`src/rtl/operand_fetch_pkg.sv`:
```
// Shared types, sizes and RV32I decode helpers for the operand-fetch stage.
package opfetch_pkg;

   localparam int XLEN = 32;
   localparam int NREG = 32;

   typedef logic [4:0] regaddr_t;

   localparam logic [6:0] OPC_LUI    = 7'b0110111;
   localparam logic [6:0] OPC_AUIPC  = 7'b0010111;
   localparam logic [6:0] OPC_JAL    = 7'b1101111;
   localparam logic [6:0] OPC_OP     = 7'b0110011;
   localparam logic [6:0] OPC_STORE  = 7'b0100011;
   localparam logic [6:0] OPC_BRANCH = 7'b1100011;

   // Every format except U-type and JAL reads rs1.
   function automatic logic uses_rs1(input logic [6:0] opcode);
      return !((opcode == OPC_LUI) || (opcode == OPC_AUIPC) || (opcode == OPC_JAL));
   endfunction

   // Only R-type, stores and branches read rs2.
   function automatic logic uses_rs2(input logic [6:0] opcode);
      return (opcode == OPC_OP) || (opcode == OPC_STORE) || (opcode == OPC_BRANCH);
   endfunction

   // Stores and branches have no destination; x0 is never tracked.
   function automatic logic writes_rd(input logic [6:0] opcode, input regaddr_t rd);
      return !((opcode == OPC_STORE) || (opcode == OPC_BRANCH)) && (rd != 5'd0);
   endfunction

endpackage

```
`src/rtl/operand_fetch_if.sv`:
```
// Fetch-side and execute-side handshakes of the operand-fetch stage.
// Handshake rule (both sides): a transfer happens on a rising clk edge where
// valid && ready are both high; the sender keeps valid and its payload stable
// until that edge, and ready may depend combinationally on the payload.
interface operand_fetch_if;
   import opfetch_pkg::*;

   logic             in_valid;
   logic             in_ready;
   logic [XLEN-1:0]  in_instr;
   logic [XLEN-1:0]  in_pc;

   logic             out_valid;
   logic             out_ready;
   logic [XLEN-1:0]  out_instr;
   logic [XLEN-1:0]  out_pc;
   logic [XLEN-1:0]  out_op1;
   logic [XLEN-1:0]  out_op2;
   regaddr_t         out_rd;

   // Environment side: fetch producer and execute consumer.
   modport master (
      output in_valid, in_instr, in_pc, out_ready,
      input  in_ready, out_valid, out_instr, out_pc, out_op1, out_op2, out_rd
   );

   // The operand-fetch stage itself.
   modport slave (
      input  in_valid, in_instr, in_pc, out_ready,
      output in_ready, out_valid, out_instr, out_pc, out_op1, out_op2, out_rd
   );

endinterface

```
`src/rtl/operand_fetch_scoreboard.sv`:
```
// Destination-register busy tracker. Bit 0 (x0) is never stored.
// busy_eff already discounts this cycle's writeback so a dependent can issue
// in the writeback cycle. A set in the same cycle as a clear wins.
module reg_scoreboard
   import opfetch_pkg::*;
(
   input  logic            clk,
   input  logic            reset,
   input  logic            set_en,
   input  regaddr_t        set_addr,
   input  logic            clr_en,
   input  regaddr_t        clr_addr,
   input  logic            flush_clr_en,
   input  regaddr_t        flush_clr_addr,
   output logic [NREG-1:0] busy,
   output logic [NREG-1:0] busy_eff
);

   logic [NREG-1:1] busy_q;
   logic [NREG-1:1] set_mask;
   logic [NREG-1:1] clr_mask;
   logic [NREG-1:1] fclr_mask;

   // Decode the three ports into one-hot masks; address 0 never touches state.
   always_comb begin
      set_mask  = '0;
      clr_mask  = '0;
      fclr_mask = '0;
      if (set_en && (set_addr != 5'd0))
         set_mask[set_addr] = 1'b1;
      if (clr_en && (clr_addr != 5'd0))
         clr_mask[clr_addr] = 1'b1;
      if (flush_clr_en && (flush_clr_addr != 5'd0))
         fclr_mask[flush_clr_addr] = 1'b1;
   end

   assign busy     = {busy_q, 1'b0};
   assign busy_eff = {busy_q & ~clr_mask, 1'b0};

   // Busy state: clears first, then sets so that a same-cycle set survives.
   always_ff @(posedge clk or posedge reset) begin
      if (reset)
         busy_q <= '0;
      else
         busy_q <= (busy_q & ~clr_mask & ~fclr_mask) | set_mask;
   end

endmodule

```
`src/rtl/operand_fetch.sv`:
```
// Operand-fetch stage: reads rs1/rs2 from the regfile, bypasses the regfile
// write port, stalls on RAW/WAW hazards against in-flight writers, and holds
// the result in a one-entry valid/ready pipeline register.
module operand_fetch
   import opfetch_pkg::*;
(
   input  logic            clk,
   input  logic            reset,
   operand_fetch_if.slave  bus,
   output regaddr_t        ra1,
   output regaddr_t        ra2,
   input  logic [XLEN-1:0] rd1,
   input  logic [XLEN-1:0] rd2,
   input  logic            wb_we,
   input  regaddr_t        wb_wa,
   input  logic [XLEN-1:0] wb_wd,
   input  logic            flush,
   output logic [NREG-1:0] busy
);

   logic [6:0]      opcode;
   regaddr_t        rs1;
   regaddr_t        rs2;
   regaddr_t        rd;
   logic            need_rs1;
   logic            need_rs2;
   logic            dest_en;
   logic            clr;
   logic            hazard;
   logic            ready;
   logic            accept;
   logic            flush_clr;
   logic [XLEN-1:0] op1_sel;
   logic [XLEN-1:0] op2_sel;
   logic [NREG-1:0] busy_eff;

   assign opcode = bus.in_instr[6:0];
   assign rd     = bus.in_instr[11:7];
   assign rs1    = bus.in_instr[19:15];
   assign rs2    = bus.in_instr[24:20];
   assign ra1    = rs1;
   assign ra2    = rs2;

   assign clr       = wb_we && (wb_wa != 5'd0);
   assign flush_clr = flush && bus.out_valid && (bus.out_rd != 5'd0);

   reg_scoreboard u_scoreboard (
      .clk            (clk),
      .reset          (reset),
      .set_en         (accept && dest_en),
      .set_addr       (rd),
      .clr_en         (clr),
      .clr_addr       (wb_wa),
      .flush_clr_en   (flush_clr),
      .flush_clr_addr (bus.out_rd),
      .busy           (busy),
      .busy_eff       (busy_eff)
   );

   // Decode, hazard check, input handshake and bypassed operand selection.
   always_comb begin
      need_rs1 = uses_rs1(opcode);
      need_rs2 = uses_rs2(opcode);
      dest_en  = writes_rd(opcode, rd);
      hazard   = (need_rs1 && busy_eff[rs1]) ||
                 (need_rs2 && busy_eff[rs2]) ||
                 (dest_en  && busy_eff[rd]);
      ready    = !flush && !hazard && (!bus.out_valid || bus.out_ready);
      accept   = bus.in_valid && ready;

      op1_sel = rd1;
      if (rs1 == 5'd0)
         op1_sel = '0;
      else if (clr && (wb_wa == rs1))
         op1_sel = wb_wd;

      op2_sel = rd2;
      if (rs2 == 5'd0)
         op2_sel = '0;
      else if (clr && (wb_wa == rs2))
         op2_sel = wb_wd;
   end

   assign bus.in_ready = ready;

   // Pipeline register: flush kills, accept loads, a drain without refill empties.
   always_ff @(posedge clk or posedge reset) begin
      if (reset) begin
         bus.out_valid <= 1'b0;
         bus.out_instr <= '0;
         bus.out_pc    <= '0;
         bus.out_op1   <= '0;
         bus.out_op2   <= '0;
         bus.out_rd    <= '0;
      end else if (flush) begin
         bus.out_valid <= 1'b0;
      end else if (accept) begin
         bus.out_valid <= 1'b1;
         bus.out_instr <= bus.in_instr;
         bus.out_pc    <= bus.in_pc;
         bus.out_op1   <= op1_sel;
         bus.out_op2   <= op2_sel;
         bus.out_rd    <= dest_en ? rd : 5'd0;
      end else if (bus.out_ready) begin
         bus.out_valid <= 1'b0;
      end
   end

endmodule

```
`src/flat_wrapper.sv`:
```
// flat-port wrapper written by rule: the top's interface ports become plain ports
module operand_fetch_flat import opfetch_pkg::*;
  (clk, reset, ra1, ra2, rd1, rd2, wb_we, wb_wa, wb_wd, flush, busy, bus_in_valid, bus_in_instr, bus_in_pc, bus_out_ready, bus_in_ready, bus_out_valid, bus_out_instr, bus_out_pc, bus_out_op1, bus_out_op2, bus_out_rd);
  operand_fetch_if bus_i ();
  input  logic clk;
  input  logic reset;
  output regaddr_t ra1;
  output regaddr_t ra2;
  input  logic [XLEN-1:0] rd1;
  input  logic [XLEN-1:0] rd2;
  input  logic wb_we;
  input  regaddr_t wb_wa;
  input  logic [XLEN-1:0] wb_wd;
  input  logic flush;
  output logic [NREG-1:0] busy;
  input wire logic [$bits(bus_i.in_valid)-1:0] bus_in_valid;
  input wire logic [$bits(bus_i.in_instr)-1:0] bus_in_instr;
  input wire logic [$bits(bus_i.in_pc)-1:0] bus_in_pc;
  input wire logic [$bits(bus_i.out_ready)-1:0] bus_out_ready;
  output wire logic [$bits(bus_i.in_ready)-1:0] bus_in_ready;
  output wire logic [$bits(bus_i.out_valid)-1:0] bus_out_valid;
  output wire logic [$bits(bus_i.out_instr)-1:0] bus_out_instr;
  output wire logic [$bits(bus_i.out_pc)-1:0] bus_out_pc;
  output wire logic [$bits(bus_i.out_op1)-1:0] bus_out_op1;
  output wire logic [$bits(bus_i.out_op2)-1:0] bus_out_op2;
  output wire logic [$bits(bus_i.out_rd)-1:0] bus_out_rd;
  assign bus_i.in_valid = bus_in_valid;
  assign bus_i.in_instr = bus_in_instr;
  assign bus_i.in_pc = bus_in_pc;
  assign bus_i.out_ready = bus_out_ready;
  assign bus_in_ready = bus_i.in_ready;
  assign bus_out_valid = bus_i.out_valid;
  assign bus_out_instr = bus_i.out_instr;
  assign bus_out_pc = bus_i.out_pc;
  assign bus_out_op1 = bus_i.out_op1;
  assign bus_out_op2 = bus_i.out_op2;
  assign bus_out_rd = bus_i.out_rd;
  operand_fetch u_core (.clk(clk), .reset(reset), .bus(bus_i), .ra1(ra1), .ra2(ra2), .rd1(rd1), .rd2(rd2), .wb_we(wb_we), .wb_wa(wb_wa), .wb_wd(wb_wd), .flush(flush), .busy(busy));
endmodule
```
`config.mk`:
```
export PLATFORM = sky130hd
export DESIGN_NAME = operand_fetch_flat
export DESIGN_NICKNAME = d
export VERILOG_FILES = /design/src/rtl/operand_fetch_pkg.sv /design/src/rtl/operand_fetch_if.sv /design/src/rtl/operand_fetch_scoreboard.sv /design/src/rtl/operand_fetch.sv /design/src/flat_wrapper.sv
export SDC_FILE = /design/constraint.sdc
export NUM_CORES = 1
export LEC_CHECK = 0
export ABC_AREA = 1
export CORE_ASPECT_RATIO = 0.8
export CORE_MARGIN = 2
export CORE_UTILIZATION = 41
export DETAILED_ROUTE_END_ITERATION = 8
export GPL_ROUTABILITY_DRIVEN = 0
export PLACE_DENSITY_LB_ADDON = 0.3
export SYNTH_ARGS = -nofsm -noshare
export SYNTH_HDL_FRONTEND = slang
export SYNTH_SLANG_ARGS = --single-unit
```
`constraint.sdc`:
```
create_clock -name clk -period 6.7 [get_ports clk]
set_clock_uncertainty 0.15 [all_clocks]
set_input_delay 2.01 -clock clk [delete_from_list [all_inputs] [get_ports clk]]
set_output_delay 2.01 -clock clk [all_outputs]
set_load 0.02 [all_outputs]
```
=== Yosys cells after proc, flatten, opt, wreduce, memory -nomap -nowiden ===
Cells that the tools add are included.

* $lt $le $gt $ge: 8
* Equality and inequality tests: 8
* Mux-type cells: 23
* Bitwise gates (word level): 6
* Reduce and logical (&&, ||, !) cells: 39

{| class="wikitable"
|+ Operators with widths
! operator !! count
|-
| 32-bit two-way mux || 4
|-
| 31-bit two-way mux || 3
|-
| 31-bit bitwise AND || 2
|-
| 31-bit inverter || 2
|-
| 31-bit OR || 1
|-
| 5-bit by 6-bit < comparator with 1-bit output (second input constant) || 5
|-
| 7-bit by 6-bit equality test with 1-bit output (second input constant) || 3
|-
| 1-bit logical AND || 19
|-
| 1-bit binary-select mux with 5-bit select || 3
|-
| 1-bit demux with 5-bit select || 3
|-
| 5-bit by 1-bit greater-or-equal comparator with 1-bit output (second input constant) || 3
|-
| 5-bit nonzero test || 3
|-
| 7-bit equality test (second input constant) || 2
|-
| 5-bit equality test || 2
|-
| 5-bit zero test || 2
|-
| 1-bit two-way mux || 9
|-
| 1-bit logical OR || 8
|-
| 7-bit by 5-bit equality test with 1-bit output (second input constant) || 1
|-
| 1-bit zero test || 5
|-
| 5-bit two-way mux || 1
|-
| 3-bit nonzero test || 1
|-
| 2-bit AND reduction || 1
|-
| 1-bit inverter || 1
|}

* Flip-flop bits (word level): 165
* Input bits: 171
* Logic and storage cells: 91

=== Logic depth before layout (Yosys ltp) ===
* Depth after elaboration: 20
* Depth in mapped cells: 21
* Gate-level depth less buffers: 18

=== By module ===
Synthesis repeated with hierarchy kept, for this count alone.

* Cells, all modules: 1436
* Area, all modules: 9949.5 sq um

{| class="wikitable"
|+ Modules (own cells, without submodules)
! module !! times used !! cells an instance !! area each (sq um) !! sequential area each (sq um)
|-
| operand_fetch || 1 || 1124 || 7910.1 || 3353.2
|-
| reg_scoreboard || 1 || 312 || 2039.5 || 775.7
|}

=== Worst setup path after synthesis ===
OpenSTA, ideal clock, no wires.

* Path type: input to output
* Start point: input wb_wa[0]
* End point: output bus_in_ready
* Arrival time: 3.474 ns
* Slack: 1.066 ns
* Cell stages on the path: 15
* Buffers on the path: 2
* Path through: buf_2 > nor2_1 > nand2_1 > o21ai_1 > nand2_1 > nand2_1 > a21oi_1 > nand2_1 > nand2_1 > nor2_1 > nor2_1 > nor2_1 > nor2_2 > nor2_4 > buf_2

* Word-level cells in the longest chain between the ends: 15
* Elaborated cells between the ends (all ways): 25

{| class="wikitable"
|+ Ends and longest elaborated chain
! item !! RTL line !! RTL
|-
| start: declaration || flat_wrapper.sv:12 || <nowiki>input regaddr_t wb_wa;</nowiki>
|-
| 5-bit by 6-bit < comparator with 1-bit output (not written as such) / 5-bit by 1-bit greater-or-equal comparator with 1-bit output (equally long branches) || operand_fetch_scoreboard.sv:32 || <nowiki>clr_mask[clr_addr] = 1'b1;</nowiki>
|-
| 1-bit logical AND (not written as such) || operand_fetch_scoreboard.sv:32 ||
|-
| 1-bit two-way mux (not written as such) || operand_fetch_scoreboard.sv:32 ||
|-
| 1-bit demux with 5-bit select || operand_fetch_scoreboard.sv:32 ||
|-
| 31-bit two-way mux * || operand_fetch_scoreboard.sv:31 || <nowiki>if (clr_en && (clr_addr != 5'd0))</nowiki>
|-
| 31-bit inverter * || operand_fetch_scoreboard.sv:38 || <nowiki>assign busy_eff = {busy_q & ~clr_mask, 1'b0};</nowiki>
|-
| 31-bit bitwise AND * || operand_fetch_scoreboard.sv:38 ||
|-
| 1-bit binary-select mux with 5-bit select (on tied branches) || operand_fetch.sv:65, operand_fetch.sv:66 ||
|-
| 1-bit two-way mux (on tied branches) || operand_fetch.sv:65, operand_fetch.sv:66 ||
|-
| 1-bit logical AND (on tied branches) || operand_fetch.sv:65, operand_fetch.sv:66 ||
|-
| 1-bit logical OR || operand_fetch.sv:65 || <nowiki>hazard = (need_rs1 && busy_eff[rs1]) ||</nowiki>
|-
| 1-bit logical OR * || operand_fetch.sv:66 || <nowiki>(need_rs2 && busy_eff[rs2]) ||</nowiki>
|-
| 1-bit zero test * || operand_fetch.sv:68 || <nowiki>ready = !flush && !hazard && (!bus.out_valid || bus.out_ready);</nowiki>
|-
| 1-bit logical AND * (2 in a row) || operand_fetch.sv:68 ||
|-
| end: declaration || flat_wrapper.sv:20 || <nowiki>output wire logic [$bits(bus_i.in_ready)-1:0] bus_in_ready;</nowiki>
|}

Every way passes the cells marked *; elsewhere a longest branch is shown, timed or not. The select of a mux whose other input is x is not followed.

=== Final worst setup path ===
Ends and elaborated chain as after synthesis.

==> impl_results.rst <==
.. list-table::
   :header-rows: 1

   * - Metric
     - Value
   * - Result of the run
     - finished, final reports clean
   * - Timing-limited maximum frequency
     - around 150 MHz
   * - Number of library cell types mapped by synthesis
     - 35
   * - Most used cells in the layout excluding fill and tap cells
     - 478 x sky130_fd_sc_hd__nand2_1, 344 x sky130_fd_sc_hd__clkdlybuf4s50_1, 200 x sky130_fd_sc_hd__nand3_1
   * - Routed len/inst
     - approximately 19 um
   * - Detailed Place HPWL
     - about 28 mm
   * - Endpoint type of the worst setup path
     - primary output
   * - Hold Path Class
     - reg2reg
   * - Arithmetic-cell share of the synthesized area counting full adders, half adders and majority gates
     - 0%
   * - Clock buffers created by TritonCTS
     - 17
   * - MaxCap Viol Count
     - 0
   * - Count of final max-slew check failures
     - 0
   * - Max_slew headroom
     - 27.7%
   * - Share of the clock period used by the worst path
     - between 90% and 100%
   * - Detail Route Antenna Nets
     - 0
   * - Most frequent standard cell in the layout excluding fill and tap cells
     - sky130_fd_sc_hd__nand2_1
   * - Clk_lat worst skew
     - between 400 and 500 ps
   * - Share of power burned in registers
     - 35.1%
   * - Largest fanout on the critical path
     - 6
   * - Total global routing track utilization
     - between 20% and 30%
   * - Routed wire length
     - 38.3 mm
   * - Main combinational cell family by area after synthesis
     - simple AND/OR/NAND/NOR gates
   * - Data required time of the critical path
     - 4540 ps
   * - Xor-xnor portion of the synthesized cell area
     - less than 1%
   * - Arrival time reported for the critical path endpoint
     - between 4000 and 5000 ps
   * - Antenna violations before repair
     - 0
   * - Switching part of the total power
     - just under 40%
   * - Overall via count from detail_route
     - 11.3k
   * - Drt first pass iters
     - 8
   * - Post-Synthesis Cells
     - roughly 1.4k
   * - Fin Hold WS
     - 321 ps
   * - Post-synthesis sequential element count
     - around 170
   * - Clk sink count
     - around 170
   * - First-pass GRT wire length
     - ~58 mm
   * - Standard-cell row count
     - 50
   * - Switching pwr
     - between 1500 and 2000 uW
   * - Worst Setup Path Type
     - in2out
   * - Horizontal die dimension
     - ~180 um
   * - Starting Density
     - just over 40%
   * - Setup ws final
     - around 170 ps
   * - Share of power burned in the clock network
     - roughly a quarter
   * - Setup crit start kind
     - input port
   * - Number of port buffers
     - 346
   * - Pre-CTS setup slack
     - -109 ps
   * - Overall die height
     - between 100 and 150 um
   * - Floorplan die area
     - approximately 25000 um2
   * - Worst-case clock buffer depth
     - 2
   * - CTS tree
     - built
   * - Compound-Gate Fraction of Synth Area
     - 8.60%
   * - Share of post-route cells with drive strength above 1
     - 6.91%
   * - Final setup viols
     - 0
   * - Number of nets in the synthesized netlist
     - 1570
   * - Count of hold-fix buffers inserted at cts
     - 0
   * - Placeable core region
     - 23300 um2
   * - Total DRC errors in the routed layout
     - 0
   * - Diodes inserted
     - 0
   * - Leakage component of the power
     - slightly below 0.007 uW
   * - Mean instance size in the synthesized netlist
     - approximately 7 um2
   * - Area share of and/or/nand/nor cells after synthesis
     - 39.2%
   * - Util after Layout
     - 60.8%
   * - Post-Synthesis Cell Area
     - between 9000 and 10000 um2
   * - Count of nets after finishing
     - between 1.5k and 2k
   * - Relative contribution of combinational cells to total power
     - roughly two fifths
   * - Number of fill cells in the layout
     - around 2.1k
   * - Total power
     - around 4200 uW
   * - Root buffer cell
     - sky130_fd_sc_hd__clkbuf_16
   * - Top-Level Pins
     - roughly 350
   * - Sequential share of the synthesized area
     - between 40% and 50%
   * - Transition time at the pin with the least slew margin
     - 1080 ps
   * - Vias per Instance
     - 5.50
   * - H-tree depth reported by CTS
     - 4
   * - Yosys warning total
     - 0
   * - Clock slew seen by the registers of the worst setup and hold paths
     - 70 ps
   * - Setup repair after global routing missed its margin
     - no
   * - Largest net degree at the start of global routing
     - 95
   * - Vias in the first global route
     - approximately 10k
   * - Final Hold Fails
     - 0
   * - Peak ir drop on the vdd network
     - 0.000160 V
   * - Initial DRC Count
     - approximately 1.4k
   * - Area growth from synthesis to layout
     - 46.1%
   * - Cell Int Power
     - around 2600 uW
   * - Pwr/cell area
     - between 200 and 300 nW/um2
   * - Share of cell area taken by muxes after synthesis
     - 0%
   * - Aggregate global routing overflow
     - 0
   * - Shortest period the worst path allows
     - ~6500 ps
logic make-up (layout without fill, tap and decap cells):
| family | after synthesis | in the layout |
|---|---|---|
| simple gates | 899 | 899 |
| xor+xnor | 7 | 7 |
| flops | 165 | 165 |
| other cells | 1 | 1 |
| compound gates | 122 | 122 |
| buf+inv | 205 | 543 |
final timing paths:
kind,depth (start not counted),slack (ps),from,to
worst max-delay path,16,170,wb_wa[0],bus_in_ready
worst min register to register,2,320,u_core.bus.out_pc[2],u_core.bus.out_pc[2]
max in group asynchronous,3,3450,reset,u_core.bus.out_op1[28]
worst max register to register,16,2470,u_core.u_scoreboard.busy_q[31],u_core.bus.out_pc[10]
worst min-delay path,2,320,u_core.bus.out_pc[2],u_core.bus.out_pc[2]
min in group asynchronous,2,1910,reset,u_core.bus.out_pc[4]
per-stage QoR:
step	instances	TNS (ps)	area [um2]
after floorplan	1399	0	9710
after global placement	2017	-99.8	13600
after detailed placement	2017	-109	13600
after CTS	2049	0	14200
after global routing	2049	0	14200
final	2049	0	14200
layer usage:
metal	global-route usage [%]	part of all wire (%)	vias up
met1	39.7	40	5224
met2	44.3	43	746
met5	0.794	0	-
met4	10.4	3.4	0
li1	-	-	5192
met3	11.9	13	109
final cells by class:
cell class | count | area (um2) | area share, %
multi-input cells | 1029 | 4720 | 33.3
flip-flops and latches | 165 | 4130 | 29.1
repair buffers | 406 | 3930 | 27.7
clock buffers | 17 | 425 | 3.00
inverters | 105 | 399 | 2.81
well taps | 312 | 390 | 2.75
clock inverters | 15 | 181 | 1.28
cell usage after synthesis:
cell type	count	area, um2
sky130_fd_sc_hd__buf_1	12	45.0
sky130_fd_sc_hd__nor4_1	2	12.5
sky130_fd_sc_hd__nand2_4	1	11.3
sky130_fd_sc_hd__a21oi_1	8	40.0
sky130_fd_sc_hd__nor2_4	1	11.3
sky130_fd_sc_hd__nand3_1	200	1000
sky130_fd_sc_hd__buf_6	1	11.3
sky130_fd_sc_hd__nand2_1	478	1790
sky130_fd_sc_hd__o21bai_1	12	90.1
sky130_fd_sc_hd__o311ai_0	2	17.5
sky130_fd_sc_hd__nor2_2	4	25.0
sky130_fd_sc_hd__dfrtp_1	165	4130
sky130_fd_sc_hd__a211oi_1	64	480
sky130_fd_sc_hd__xor2_1	4	35.0
sky130_fd_sc_hd__o21a_1	3	22.5
sky130_fd_sc_hd__clkbuf_1	41	154
sky130_fd_sc_hd__buf_2	29	145
sky130_fd_sc_hd__conb_1	1	3.75
sky130_fd_sc_hd__or2_2	1	6.26
sky130_fd_sc_hd__o211ai_1	2	15.0
sky130_fd_sc_hd__nor2_1	151	567
sky130_fd_sc_hd__o2111ai_1	1	8.76
sky130_fd_sc_hd__nor3_1	13	65.1
sky130_fd_sc_hd__buf_4	17	128
sky130_fd_sc_hd__nand4_1	45	282
sky130_fd_sc_hd__o21ai_1	11	55.1
sky130_fd_sc_hd__o21ai_0	17	85.1
sky130_fd_sc_hd__o22ai_2	1	12.5
sky130_fd_sc_hd__clkinv_1	1	3.75
sky130_fd_sc_hd__inv_2	12	45.0
sky130_fd_sc_hd__a22oi_1	1	7.51
sky130_fd_sc_hd__nand3b_1	2	15.0
sky130_fd_sc_hd__inv_1	92	345
sky130_fd_sc_hd__xnor2_1	3	26.3
sky130_fd_sc_hd__nor3_2	1	10.0
power groups by stage:
stage	clock network, uW	registers [uW]	logic, uW
floorplan	0	1790	461
global route	1070	1500	1810
detailed placement	0	1470	1690
finish	1010	1470	1700
global placement	0	1470	1670
CTS	1030	1460	1700
worst max-delay path: stages:
cell and delay (ps):
sky130_fd_sc_hd__clkdlybuf4s50_1 630, sky130_fd_sc_hd__nand2_1 220, sky130_fd_sc_hd__nor2_1 140, sky130_fd_sc_hd__nand3_1 160, sky130_fd_sc_hd__nand2_1 140, sky130_fd_sc_hd__inv_1 60
sky130_fd_sc_hd__nand2_1 60, sky130_fd_sc_hd__nand3_1 70, sky130_fd_sc_hd__nand2_1 60, sky130_fd_sc_hd__nand2_1 80, sky130_fd_sc_hd__nand2_1 80, sky130_fd_sc_hd__nor2_1 50
sky130_fd_sc_hd__nor2_1 220, sky130_fd_sc_hd__nor2_2 80, sky130_fd_sc_hd__nor2_4 120, sky130_fd_sc_hd__clkbuf_2 180
flip-flops by register name, summed over array words and instances (netlist names):
register / cells
u_core.u_scoreboard.busy_q: 31
u_core.bus.out_valid: 1
u_core.bus.out_op2: 32
u_core.bus.out_rd: 5
u_core.bus.out_op1: 32
u_core.bus.out_pc: 32
u_core.bus.out_instr: 32
repair_timing:
| item | CTS | global route |
|---|---|---|
| hold endpoints to repair | 0 | 0 |
| gates resized for setup | 3 | 2 |
| cloned | 0 | 0 |
| endpoints found under the setup margin | 1 | 1 |
| setup buffers | 0 | 0 |
Power figures use the tool's default switching activity.
